File: config.mk
export PLATFORM = sky130hd
export DESIGN_NAME = codec_config_sequencer
export DESIGN_NICKNAME = d
export VERILOG_FILES = /design/src/rtl/codec_config_sequencer.sv
export SDC_FILE = /design/constraint.sdc
export NUM_CORES = 1
export LEC_CHECK = 0
export CORE_AREA = 4 4 90 71
export CTS_BUF_LIST = sky130_fd_sc_hd__clkbuf_8
export CTS_CLUSTER_DIAMETER = 200
export DETAILED_ROUTE_END_ITERATION = 10
export DIE_AREA = 0 0 94 75
export PLACE_DENSITY = 0.75
export SLEW_MARGIN = 20
export SYNTH_ARGS = -nofsm -noshare
export SYNTH_HDL_FRONTEND = slang
export SYNTH_SLANG_ARGS = --single-unit
File: constraint.sdc
create_clock -name inClock -period 2.8 [get_ports inClock]
set_clock_uncertainty 0.2 [all_clocks]
set_input_delay 0.56 -clock inClock [delete_from_list [all_inputs] [get_ports inClock]]
set_output_delay 0.56 -clock inClock [all_outputs]
set_load 0.01 [all_outputs]
File: src/rtl/codec_config_sequencer.sv
// Writes a fixed table of codec registers through the I2C master, one 24-bit word per transaction.
// Optional retry support on NACK/timeout is built when CODEC_CFG_RETRY_EN is defined.
module codec_config_sequencer #(
  parameter logic [7:0] DEV_ADDR       = 8'h34,
  parameter int         GAP_CYCLES     = 1000,
  parameter int         TIMEOUT_CYCLES = 1048576,
  parameter int         MAX_RETRIES    = 3
) (
  input  logic        inClock,
  input  logic        reset,
  input  logic        start,
  output logic        i2cReset,
  output logic [23:0] i2cData,
  input  logic        i2cReady,
  input  logic        i2cAck,
  output logic        busy,
  output logic        configured,
  output logic        error,
  output logic [3:0]  entryIndex,
  output logic [2:0]  debugState
);

  localparam int         GAP_W       = $clog2(GAP_CYCLES + 1);
  localparam int         TMO_W       = $clog2(TIMEOUT_CYCLES + 1);
  localparam logic [3:0] NUM_ENTRIES = 4'd11;

  typedef enum logic [2:0] {
    S_IDLE, S_LOAD, S_WAIT_BUSY, S_WAIT_DONE, S_CHECK, S_GAP, S_DONE, S_ERROR
  } state_t;

  state_t            state, state_next;
  logic              load_cnt;
  logic [TMO_W-1:0]  tmo_cnt;
  logic [GAP_W-1:0]  gap_cnt;
  logic [3:0]        index;
  logic              pass;
  logic              ready_s1, ready_s2, ready_s3, ack_s1, ack_s2;
  logic              start_ok, ready_rise, ready_fall, tmo_hit, gap_end, give_up;

  function automatic logic [23:0] make_word(input logic [3:0] idx);
    logic [15:0] e;  // {reg[6:0], val[8:0]}
    case (idx)
      4'd0:    e = {7'h0F, 9'h000};
      4'd1:    e = {7'h06, 9'h000};
      4'd2:    e = {7'h00, 9'h017};
      4'd3:    e = {7'h01, 9'h017};
      4'd4:    e = {7'h02, 9'h079};
      4'd5:    e = {7'h03, 9'h079};
      4'd6:    e = {7'h04, 9'h012};
      4'd7:    e = {7'h05, 9'h000};
      4'd8:    e = {7'h07, 9'h042};
      4'd9:    e = {7'h08, 9'h000};
      4'd10:   e = {7'h09, 9'h001};
      default: e = 16'h0000;
    endcase
    return {DEV_ADDR, e};
  endfunction

  // Master handshake: i2cReady rises when a transfer begins and falls when it ends,
  // with i2cAck valid at the fall; both are asynchronous and go through 2-flop syncs.
  assign ready_rise = ready_s2 & ~ready_s3;
  assign ready_fall = ~ready_s2 & ready_s3;
  assign start_ok   = start & (state == S_IDLE || state == S_DONE || state == S_ERROR);
  assign tmo_hit    = (tmo_cnt == TMO_W'(TIMEOUT_CYCLES - 1));
  assign gap_end    = (gap_cnt == GAP_W'(GAP_CYCLES - 1));

`ifdef CODEC_CFG_RETRY_EN
  localparam int RTY_W = $clog2(MAX_RETRIES + 2);
  logic [RTY_W-1:0] retry_cnt;

  always_ff @(posedge inClock or negedge reset) begin
    if (!reset)                 retry_cnt <= '0;
    else if (start_ok)          retry_cnt <= '0;
    else if (state == S_CHECK)  retry_cnt <= pass ? '0 : retry_cnt + RTY_W'(1);
  end

  assign give_up = (retry_cnt > RTY_W'(MAX_RETRIES));
`else
  // No retry counter in this build: any failed word ends the sequence.
  localparam bit RETRY_CFG_OK = (MAX_RETRIES >= 0);
  assign give_up = ~pass & RETRY_CFG_OK;
`endif

  always_ff @(posedge inClock or negedge reset) begin
    if (!reset) begin
      state    <= S_IDLE;
      load_cnt <= 1'b0;
      tmo_cnt  <= '0;
      gap_cnt  <= '0;
      index    <= 4'd0;
      pass     <= 1'b0;
      i2cData  <= 24'd0;
      ready_s1 <= 1'b0;
      ready_s2 <= 1'b0;
      ready_s3 <= 1'b0;
      ack_s1   <= 1'b0;
      ack_s2   <= 1'b0;
    end else begin
      state    <= state_next;
      ready_s1 <= i2cReady;
      ready_s2 <= ready_s1;
      ready_s3 <= ready_s2;
      ack_s1   <= i2cAck;
      ack_s2   <= ack_s1;
      load_cnt <= (state == S_LOAD) ? ~load_cnt : 1'b0;
      tmo_cnt  <= (state == S_WAIT_BUSY || state == S_WAIT_DONE) ? tmo_cnt + TMO_W'(1) : '0;
      gap_cnt  <= (state == S_GAP) ? gap_cnt + GAP_W'(1) : '0;
      // Word is latched on entry to LOAD so it is valid for the whole LOAD window.
      if (state_next == S_LOAD && state != S_LOAD)
        i2cData <= make_word(start_ok ? 4'd0 : index);
      if (start_ok)
        index <= 4'd0;
      else if (state == S_CHECK && pass)
        index <= index + 4'd1;
      if (state == S_WAIT_DONE && ready_fall)
        pass <= ack_s2;
      else if ((state == S_WAIT_BUSY || state == S_WAIT_DONE) && tmo_hit)
        pass <= 1'b0;
    end
  end

  always_comb begin
    state_next = state;
    case (state)
      S_IDLE:      if (start_ok) state_next = S_LOAD;
      S_LOAD:      if (load_cnt) state_next = S_WAIT_BUSY;
      S_WAIT_BUSY: if (ready_rise) state_next = S_WAIT_DONE;
                   else if (tmo_hit) state_next = S_CHECK;
      S_WAIT_DONE: if (ready_fall || tmo_hit) state_next = S_CHECK;
      S_CHECK:     state_next = S_GAP;
      S_GAP: begin
        if (gap_end) begin
          if (give_up)                    state_next = S_ERROR;
          else if (index == NUM_ENTRIES)  state_next = S_DONE;
          else                            state_next = S_LOAD;
        end
      end
      S_DONE, S_ERROR: if (start_ok) state_next = S_LOAD;
      default:     state_next = S_IDLE;
    endcase
  end

  assign i2cReset   = !(state == S_WAIT_BUSY || state == S_WAIT_DONE);
  assign busy       = !(state == S_IDLE || state == S_DONE || state == S_ERROR);
  assign configured = (state == S_DONE);
  assign error      = (state == S_ERROR);
  assign entryIndex = index;
  assign debugState = state;

endmodule

# Word-level counts from Yosys, hierarchy flattened
# Memory sizes are Yosys's and may differ from the RTL's. A register that Yosys moved wholly into a read port is not among the register bits.
# Cells that the tools add are included.
[classes]
add_sub_neg = 3
eq_ne = 12
n_mux = 17
n_bitwise = 6
n_reduce_logical = 15
[ops]
columns = ["op", "count"]
rows = [
  ["$mux W3", 8],
  ["$add A21 B1 Y21 const B", 1],
  ["$eq A21 B20 Y1 const B", 1],
  ["$mux W21", 1],
  ["$pmux W3 S6", 1],
  ["$eq A3 B3 Y1 const B", 4],
  ["$mux W4", 3],
  ["$add A10 B1 Y10 const B", 1],
  ["$eq A10 B10 Y1 const B", 1],
  ["$mux W10", 1],
  ["$eq A3 B1 Y1 const B", 2],
  ["$eq A3 B2 Y1 const B", 2],
  ["$add A4 B1 Y4 const B", 1],
  ["$eq A4 B4 Y1 const B", 1],
  ["$logic_and A1 B1 Y1", 4],
  ["$logic_or A1 B1 Y1", 4],
  ["$reduce_bool A2 Y1", 2],
  ["$and A1 B1 Y1", 3],
  ["$logic_not A1 Y1", 3],
  ["$logic_not A3 Y1", 1],
  ["$mux W1", 3],
  ["$ne A3 B1 Y1 const B", 1],
  ["$not A1 Y1", 3],
  ["$reduce_or A3 Y1", 1],
]
[word_totals]
reg_bits = 62
romBits = 176
input_bits = 5
wordCells = 66
mem_count = 1
[memory_table]
columns = ["name", "depth", "width", "read_ports", "rd_ports_with_merged_regs", "wr", "line_no", "text"]
rows = [
  ["(name not given)", 16, 11, 1, 1, 0, "42", "case (idx)"],
]

# Depth between registers and ports, before layout
# Gate-level depths: netlist of run 1.
[logic_depth]
word_depth = 8
ltp_mapped = 10

# Least setup slack after synthesis of run 1
# OpenSTA, ideal clock, no wires.
[synth_timing]
path_type = "reg-to-reg"
startpoint = "register state[2] (netlist: debugState[2])"
endpoint = "register i2cData[12]"
setup_ps = 125
arrival_time_ps = 2200
required_ps = 2475
slack_ps = 275
path_stages_with_launch = 10
n_path_buf = 1
period_less_slack_ps = 2525
cell_sequence = "dfrtp_1 > clkbuf_1 > nor3_1 > o21ai_1 > nand2_1 > ha_1 > and3_1 > a21oi_1 > o21ai_0 > mux2_2"
[synth_between]
elab_chain_len = 8
[synth_rtl]
columns = ["item", "line_no", "text"]
rows = [
  ["start: declaration", "31", "state_t state, state_next;"],
  ["start signal: assignment", "99", "state <= state_next;"],
  ["$eq A3 B3 Y1 or $logic_not A3 Y1 (tied branches)", "63, 124", ""],
  ["$logic_or A1 B1 Y1 (2 in series)", "63", "assign start_ok = start & (state == S_IDLE || state == S_DONE || state == S_ERROR);"],
  ["$and A1 B1 Y1", "63", ""],
  ["$mux W3", "125, 138", ""],
  ["$pmux W3 S6", "124", "case (state)"],
  ["$eq A3 B1 Y1", "109", "if (state_next == S_LOAD && state != S_LOAD)"],
  ["$logic_and A1 B1 Y1", "109", ""],
  ["end: declaration", "13", "output logic [23:0] i2cData,"],
]
# Several ways; a longest one is shown, not always the timed one.
# A chain may end at the register's enable or synchronous reset.

# Worst setup path after layout of run 1
[layout_timing]
startpoint = "register state[1] (netlist: debugState[1])"
endpoint = "output port i2cReset"
[layout_between]
elab_chain_len = 3
[layout_rtl]
columns = ["item", "line_no", "text"]
rows = [
  ["$eq A3 B2 Y1", "143", "assign i2cReset = !(state == S_WAIT_BUSY || state == S_WAIT_DONE);"],
  ["$logic_or A1 B1 Y1 (*)", "143", ""],
  ["$logic_not A1 Y1 (*)", "143", ""],
  ["end: declaration", "12", "output logic i2cReset,"],
]
# Mark *: on every way between the ends. The rest lies on a longest branch, timed or not.

==> key figures, run 1 <==
Outcome
  • Status: finished clean

Yosys
  • Top cells by count, synth: 56 x dfrtp_1, 43 x nor2_1, 29 x nand2_1
  • Post-Synthesis Cell Area: around 3000 µm²
  • Fraction of registers with async set/reset: 1.000
  • Share of the synthesized area in the top cell type: 0.4744
  • Mapped Cells: a little under 300
  • Cell with the most instances after synthesis: dfrtp_1
  • Synth warnings: 0
  • Syn Area/Cell: around 9.9 µm²
  • Post-synthesis register bit count: 56
  • Synth area leader: dfrtp_1
  • Netlist cell types: 44
  • Sequential fraction of the synthesis area: 0.4744
  • EDFF count, synth: 0
  • Synth Flop Type: dfrtp_1
  • Area contributors post-synth: dfrtp_1 47%, nor2_1 5.5%, xor2_1 5.3%, nand2_1 3.7%, mux2_4 3.6%

Route
  • Final WL: 5.559 mm
  • Via density: 5.146
  • ANT nets after route: 0
  • Iteration-0 DRC Markers: 161
  • DRC: 0
  • First-pass DRT Iterations: 4
  • WL/cell: 13.49 µm
  • Vias: roughly 2100

Pwr
  • Final Total Pwr: ~0.0026 W
  • Pleak: 1.549 nW
  • Worst vdd ir: 462.6 µV
  • PwrDens: 761.3 nW/µm²

Layout
  • Fill cells: ~470
  • Multi-input gate area: 1415 µm²
  • Design area: 3457 µm²
  • Final Non-Filler Cells: between 400 and 500
  • Layout net count: between 300 and 400
  • Antenna cell count: 0
  • Register Area: 1401 µm²
  • Area growth syn-to-layout: 17.03%
  • Layout cell share with drive strength beyond 1: 0.1138

Global route
  • Largest net degree at the start of global routing: 26
  • GRT Total Usage: 0.1744
  • Global-route wire length before repair: slightly below 10 mm
  • Met3 usage in global routing: 0.03596
  • Met2 Use GR: 0.2691
  • Gr busiest metal: met2
  • Global route overflow: 0
  • Initial antenna violation count: 0
  • Met1 usage: 0.2537
  • Via count of the first global-routing pass: 2065

STA
  • Post-Route Setup TNS: 0 ns
  • Final setup violation count: 0
  • FMAX: 0.3738 GHz
  • Worst setup margin: 0.1246 ns
  • Fin crit share: 0.9555
  • Unrepaired setup endpoints after global routing: false
  • Fin. max-slew vios: 0
  • Fin crit period: 2.675 ns
  • Worst-Margin Slew: 0.5673 ns
  • Final Hold Fails: 0
  • Slew headroom: 0.6189

CTS
  • Worst-skew pair later-pin latency: 0.31 ns
  • Clock Root Buffer: clkbuf_8
  • Post-CTS setup buffer count: 0
  • CTS tree: built
  • Clk slew on worst S/H paths: 0.10 ns
  • Total CTS buffers: 5
  • H-tree depth: 2
  • Clk sinks: 56
  • Longest Clk Path Bufs: 2

Hold path
  • Hold Path Class: flip-flop to flip-flop

Critical path
  • CP startpoint kind: flip-flop
  • Max stage delay cell, worst path: clkdlybuf4s50_1
  • Critical path, cell by cell: buf_4, nor2b_1, inv_1, clkdlybuf4s50_1
  • CP max FO: 10
  • Setup Crit Path Kind: flip-flop to output port
  • Req. time, crit path: 2.04 ns
  • Worst Setup End Kind: output port
  • Worst path max stage delay: 0.60 ns
  • Crit path DAT: 1.92 ns

Place
  • Dpl cells: 403
  • Post-Place Cell Area: 3332 µm²
  • Pre-CTS WS: around 0.007 ns
  • GPL Wtd Cong: 0.7871
  • Port Buf Inserts: 29
  • DPL Wire Length: 4.141 mm

Floorplan
  • Die ar.: between 7000 and 8000 µm²
  • Core area: 5585 µm²
  • Num rows: 24
  • Ports: 40
  • Starting density of the core: 0.5289
  • Die height: 75 µm
  • Die W: 94 µm

Job
  • Max Cap Viol: 0
area by class of cell:
type / instances / share of cell area
Clock buffer: 5 / 0.01991
Sequential cell: 56 / 0.4054
Timing Repair Buffer: 42 / 0.1151
Tap cell: 78 / 0.02823
Multi-Input combinational cell: 219 / 0.4093
Clock inverter: 3 / 0.01231
Inverter: 9 / 0.009772
registers in the layout, indices dropped and copies added, names as in the netlist:
signal and count:
tmo_cnt 21, i2cData 11, gap_cnt 10, entryIndex 4
debugState 3, ack_s1 1, ack_s2 1, load_cnt 1
pass 1, ready_s1 1, ready_s2 1, ready_s3 1
per-stage QoR:
stage / util / hold WS, ns
3_5_place_dp: 0.5966 / 0.1358
5_1_grt: 0.6190 / 0.1786
3_3_place_gp: 0.5966 / 0.1328
6_report: 0.6190 / 0.1539
4_1_cts: 0.6183 / 0.1587
2_1_floorplan: - / 0.06441
layer usage:
metal  vias to the layer above  share of wire  routed length [µm]
met4                         0          0.011                  61
met1                      1013           0.51                2809
li1                       1055              -                   -
met5                         -              0                   0
met3                         7          0.038                 213
met2                        45           0.45                2474
timing repair:
action | in CTS | in global routing
resized for setup | 0 | 1
setup endpoints to repair | 0 | 2
hold buffers | 1 | 0
endpoints found under the hold margin | 14 | 0
kinds of logic (layout without fill, tap and decap cells):
kind of cell / after synthesis / in the layout / share of synthesized area
mux: 14 / 14 / 0.05972
fa+ha+maj: 8 / 8 / 0.03389
xor+xnor: 27 / 27 / 0.08005
other cells: 1 / 10 / 0.001269
compound gates: 31 / 31 / 0.06904
flops: 56 / 56 / 0.4744
simple gates: 129 / 129 / 0.2224
buf+inv: 31 / 59 / 0.05929
critical path: cells and delay by family (launching register included):
kind                   cells  cell delay [ns]
AND/OR/NAND/NOR            1             0.13
flip-flops                 1             0.45
buffers and inverters      3             1.03
report_power, final:
part | switching (W) | leakage, nW | internal (W)
sequential | 0.000125 | 0.736 | 0.000920
clock | 0.000258 | 0.0541 | 0.000265
combinational | 0.000527 | 0.759 | 0.000537
total | 0.000910 | 1.55 | 0.00172
placed cells by master, fill, tap and decap left out, types with 7 or more instances in the layout:
master            n
nand3_1          13
o21ai_0           8
xnor2_1           9
inv_1             9
mux2_4            7
nor2_1           43
ha_1              8
xor2_1           18
nand4_1           7
nand2_1          29
a21oi_1          10
clkdlybuf4s50_1  28
buf_4            11
conb_1           10
dfrtp_1          56
final timing paths:
check / startpoint / cells past startpoint / slack [ns] / to
worst min register to register: ready_s1 / 0 / 0.15 / ready_s2
worst max-delay path: debugState[1] / 4 / 0.12 / i2cReset
max in group asynchronous: reset / 3 / 1.28 / ack_s2
worst min-delay path: ready_s1 / 0 / 0.15 / ready_s2
worst max register to register: gap_cnt[0] / 9 / 0.30 / i2cData[12]
min in group asynchronous: reset / 2 / 0.48 / tmo_cnt[17]
No activity file was read; power rests on OpenSTA's default activity.
==> run 2: changes to the inputs <==
CORE_AREA = 5 5 91 72   (was 4 4 90 71)
DIE_AREA = 0 0 96 77   (was 0 0 94 75)
SETUP_SLACK_MARGIN = 0.5   (was unset)
==> run 2 against run 1 <==
- die area grew 4.9%
- highest routed layer unchanged
- via count grew 8.3%
- sequential cell count is the same
- critical path depth grew 4
- global-route usage grew 1.6 points
- hold slack lost 0.12 ns
- sequential power is essentially flat
- register-to-register slack gained 0.10 ns
- non-clock buffer count grew 28
- combinational power grew 41%
==> key figures, run 2 (synthesized netlist as in run 1, its figures left out) <==
Pwr
  • PwrDens: 781.1 nW/µm²
  • Worst vdd ir: 435.6 µV
  • Pleak: 1.736 nW
  • Final Total Pwr: 0.002997 W

Route
  • DRC: 0
  • Iteration-0 DRC Markers: 187
  • ANT nets after route: 0
  • First-pass DRT Iterations: 4
  • Vias: 2295
  • Final WL: about 6.8 mm
  • WL/cell: 15.46 µm
  • Via density: 5.228

Layout
  • Antenna cell count: 0
  • Biggest register: tmo_cnt
  • Max reg flops: 21
  • Layout net count: 374
  • Top flop regs: tmo_cnt x21, i2cData x11, gap_cnt x10
  • Most frequent cells in the layout: 48 x dfrtp_1, 42 x nor2_1, 35 x buf_4
  • Leading cell type in the layout, fill and taps excluded: dfrtp_1
  • Layout cell share with drive strength beyond 1: 0.2493
  • Register Area: ~1400 µm²
  • Multi-input gate area: 1546 µm²
  • Area growth syn-to-layout: 29.90%
  • Fill cells: 405

Critical path
  • R2R setup slack: between 0.4 and 0.5 ns
  • Launch point of the worst reg-to-reg path: tmo_cnt[6]
  • Critical path destination: i2cData[12]
  • Worst r2r dst: i2cData[12]
  • Reg2reg path depth: 8
  • CP max FO: 5
  • Worst Setup SP: tmo_cnt[6]
  • Worst Setup End Kind: flip-flop
  • CP startpoint kind: flip-flop
  • Critical path, cell by cell: nand4_4, nor4_4, nor3_2, a211o_1, o2111ai_2, buf_4, buf_12, mux2_2
  • Max stage delay cell, worst path: nor4_4
  • Crit path DAT: 2.39 ns
  • Setup Crit Path Kind: flip-flop to flip-flop
  • Req. time, crit path: between 2 and 3 ns
  • Worst path max stage delay: roughly 0.45 ns

CTS
  • Clk slew on worst S/H paths: 0.10 ns
  • Longest Clk Path Bufs: 2
  • Total CTS buffers: 5
  • Worst-skew pair later-pin latency: between 0.3 and 0.4 ns
  • Clk sinks: 56
  • Cts hold-fix bufs: 0
  • CTS tree: built
  • H-tree depth: 2
  • Clock Root Buffer: clkbuf_8

STA
  • FMAX: 0.4173 GHz
  • Fin crit period: 2.397 ns
  • Fin Hold WS: about 0.035 ns
  • Post-Route Setup TNS: 0 ns
  • Fin. max-slew vios: 0
  • Final setup violation count: 0
  • Slew headroom: 0.5460
  • Worst-Margin Slew: ~0.68 ns
  • Fin crit share: 0.8559
  • Unrepaired setup endpoints after global routing: true
  • Final Hold Fails: 0
  • Worst setup margin: ~0.40 ns

Floorplan
  • Starting density of the core: 0.5289
  • Ports: 40
  • Die ar.: 7392 µm²
  • Core area: about 5600 µm²
  • Num rows: 24
  • Die W: about 96 µm
  • Die height: between 70 and 80 µm

Global route
  • GRT Total Usage: 0.1902
  • Via count of the first global-routing pass: 2236
  • Global-route wire length before repair: 11.11 mm
  • Initial antenna violation count: 0
  • Largest net degree at the start of global routing: 35
  • Global route overflow: 0

Place
  • DPL Wire Length: roughly 4.3 mm
  • GPL Wtd Cong: between 0.8 and 0.9
  • Pre-CTS WS: 0.09050 ns
  • Port Buf Inserts: 29

Hold path
  • Hold Path Class: input pin to async pin

Outcome
  • Status: finished clean

Job
  • Max Cap Viol: 0
==> run 2: critical path: cells and delay by family, from the launching register on <==
| kind | cells | cell delay (ns) |
|---|---|---|
| AOI/OAI and AO/OA | 2 | 0.40 |
| buffers and inverters | 2 | 0.27 |
| DFF | 1 | 0.42 |
| muxes | 1 | 0.32 |
| and+or+nand+nor | 3 | 0.69 |
==> run 2: through the flow <==
| step | cells | cell area (µm²) | utilization |
|---|---|---|---|
| floorplan | 306 | 3014 | - |
| CTS | 430 | 3702 | 0.6629 |
| finish | 439 | 3837 | 0.6871 |
| global route | 439 | 3837 | 0.6871 |
| detailed placement | 402 | 3353 | 0.6004 |
| global placement | 402 | 3353 | 0.6004 |
==> run 2: per-layer routing <==
metal	vias to the layer above	track usage	share of wire
met5	-	0	0
met3	6	0.03523	0.037
met2	48	0.2874	0.49
met1	1128	0.2783	0.46
li1	1113	-	-
met4	0	0.05256	0.011
==> run 2: layout make-up <==
type / count / share of cell area
Clock buffer: 7 / 0.02511
Inverter: 9 / 0.008803
Multi-Input combinational cell: 219 / 0.4030
Sequential cell: 56 / 0.3678
Tap cell: 78 / 0.02543
Timing Repair Buffer: 70 / 0.1699
==> run 2: timing repair <==
item,CTS,global route
gates cloned,1,0
gates resized for setup,25,13
endpoints found under the setup margin,15,17
setup buffers,20,9
pin swaps,2,6
==> run 2: worst min path at each step <==
stage / end / from / slack [ns]
3_5_place_dp: ready_s2 / ready_s1 / 0.14
3_3_place_gp: ready_s2 / ready_s1 / 0.13
6_report: i2cData[5] / reset / 0.03
2_1_floorplan: ack_s1 / reset / 0.06
5_1_grt: pass / reset / 0.07
4_1_cts: i2cData[5] / reset / 0.04
==> run 2: power breakdown <==
| group | internal (W) | switching (W) | leakage [nW] |
|---|---|---|---|
| sequential | 0.000926 | 0.000111 | 0.724 |
| clock | 0.000221 | 0.000251 | 0.0503 |
| combinational | 0.000814 | 0.000674 | 0.962 |
==> run 3: changes to the inputs <==
CTS_CLUSTER_SIZE = 24   (was unset)
==> results of run 3 <==
No change in the layout: final DEF, timing and power equal those of run 2.
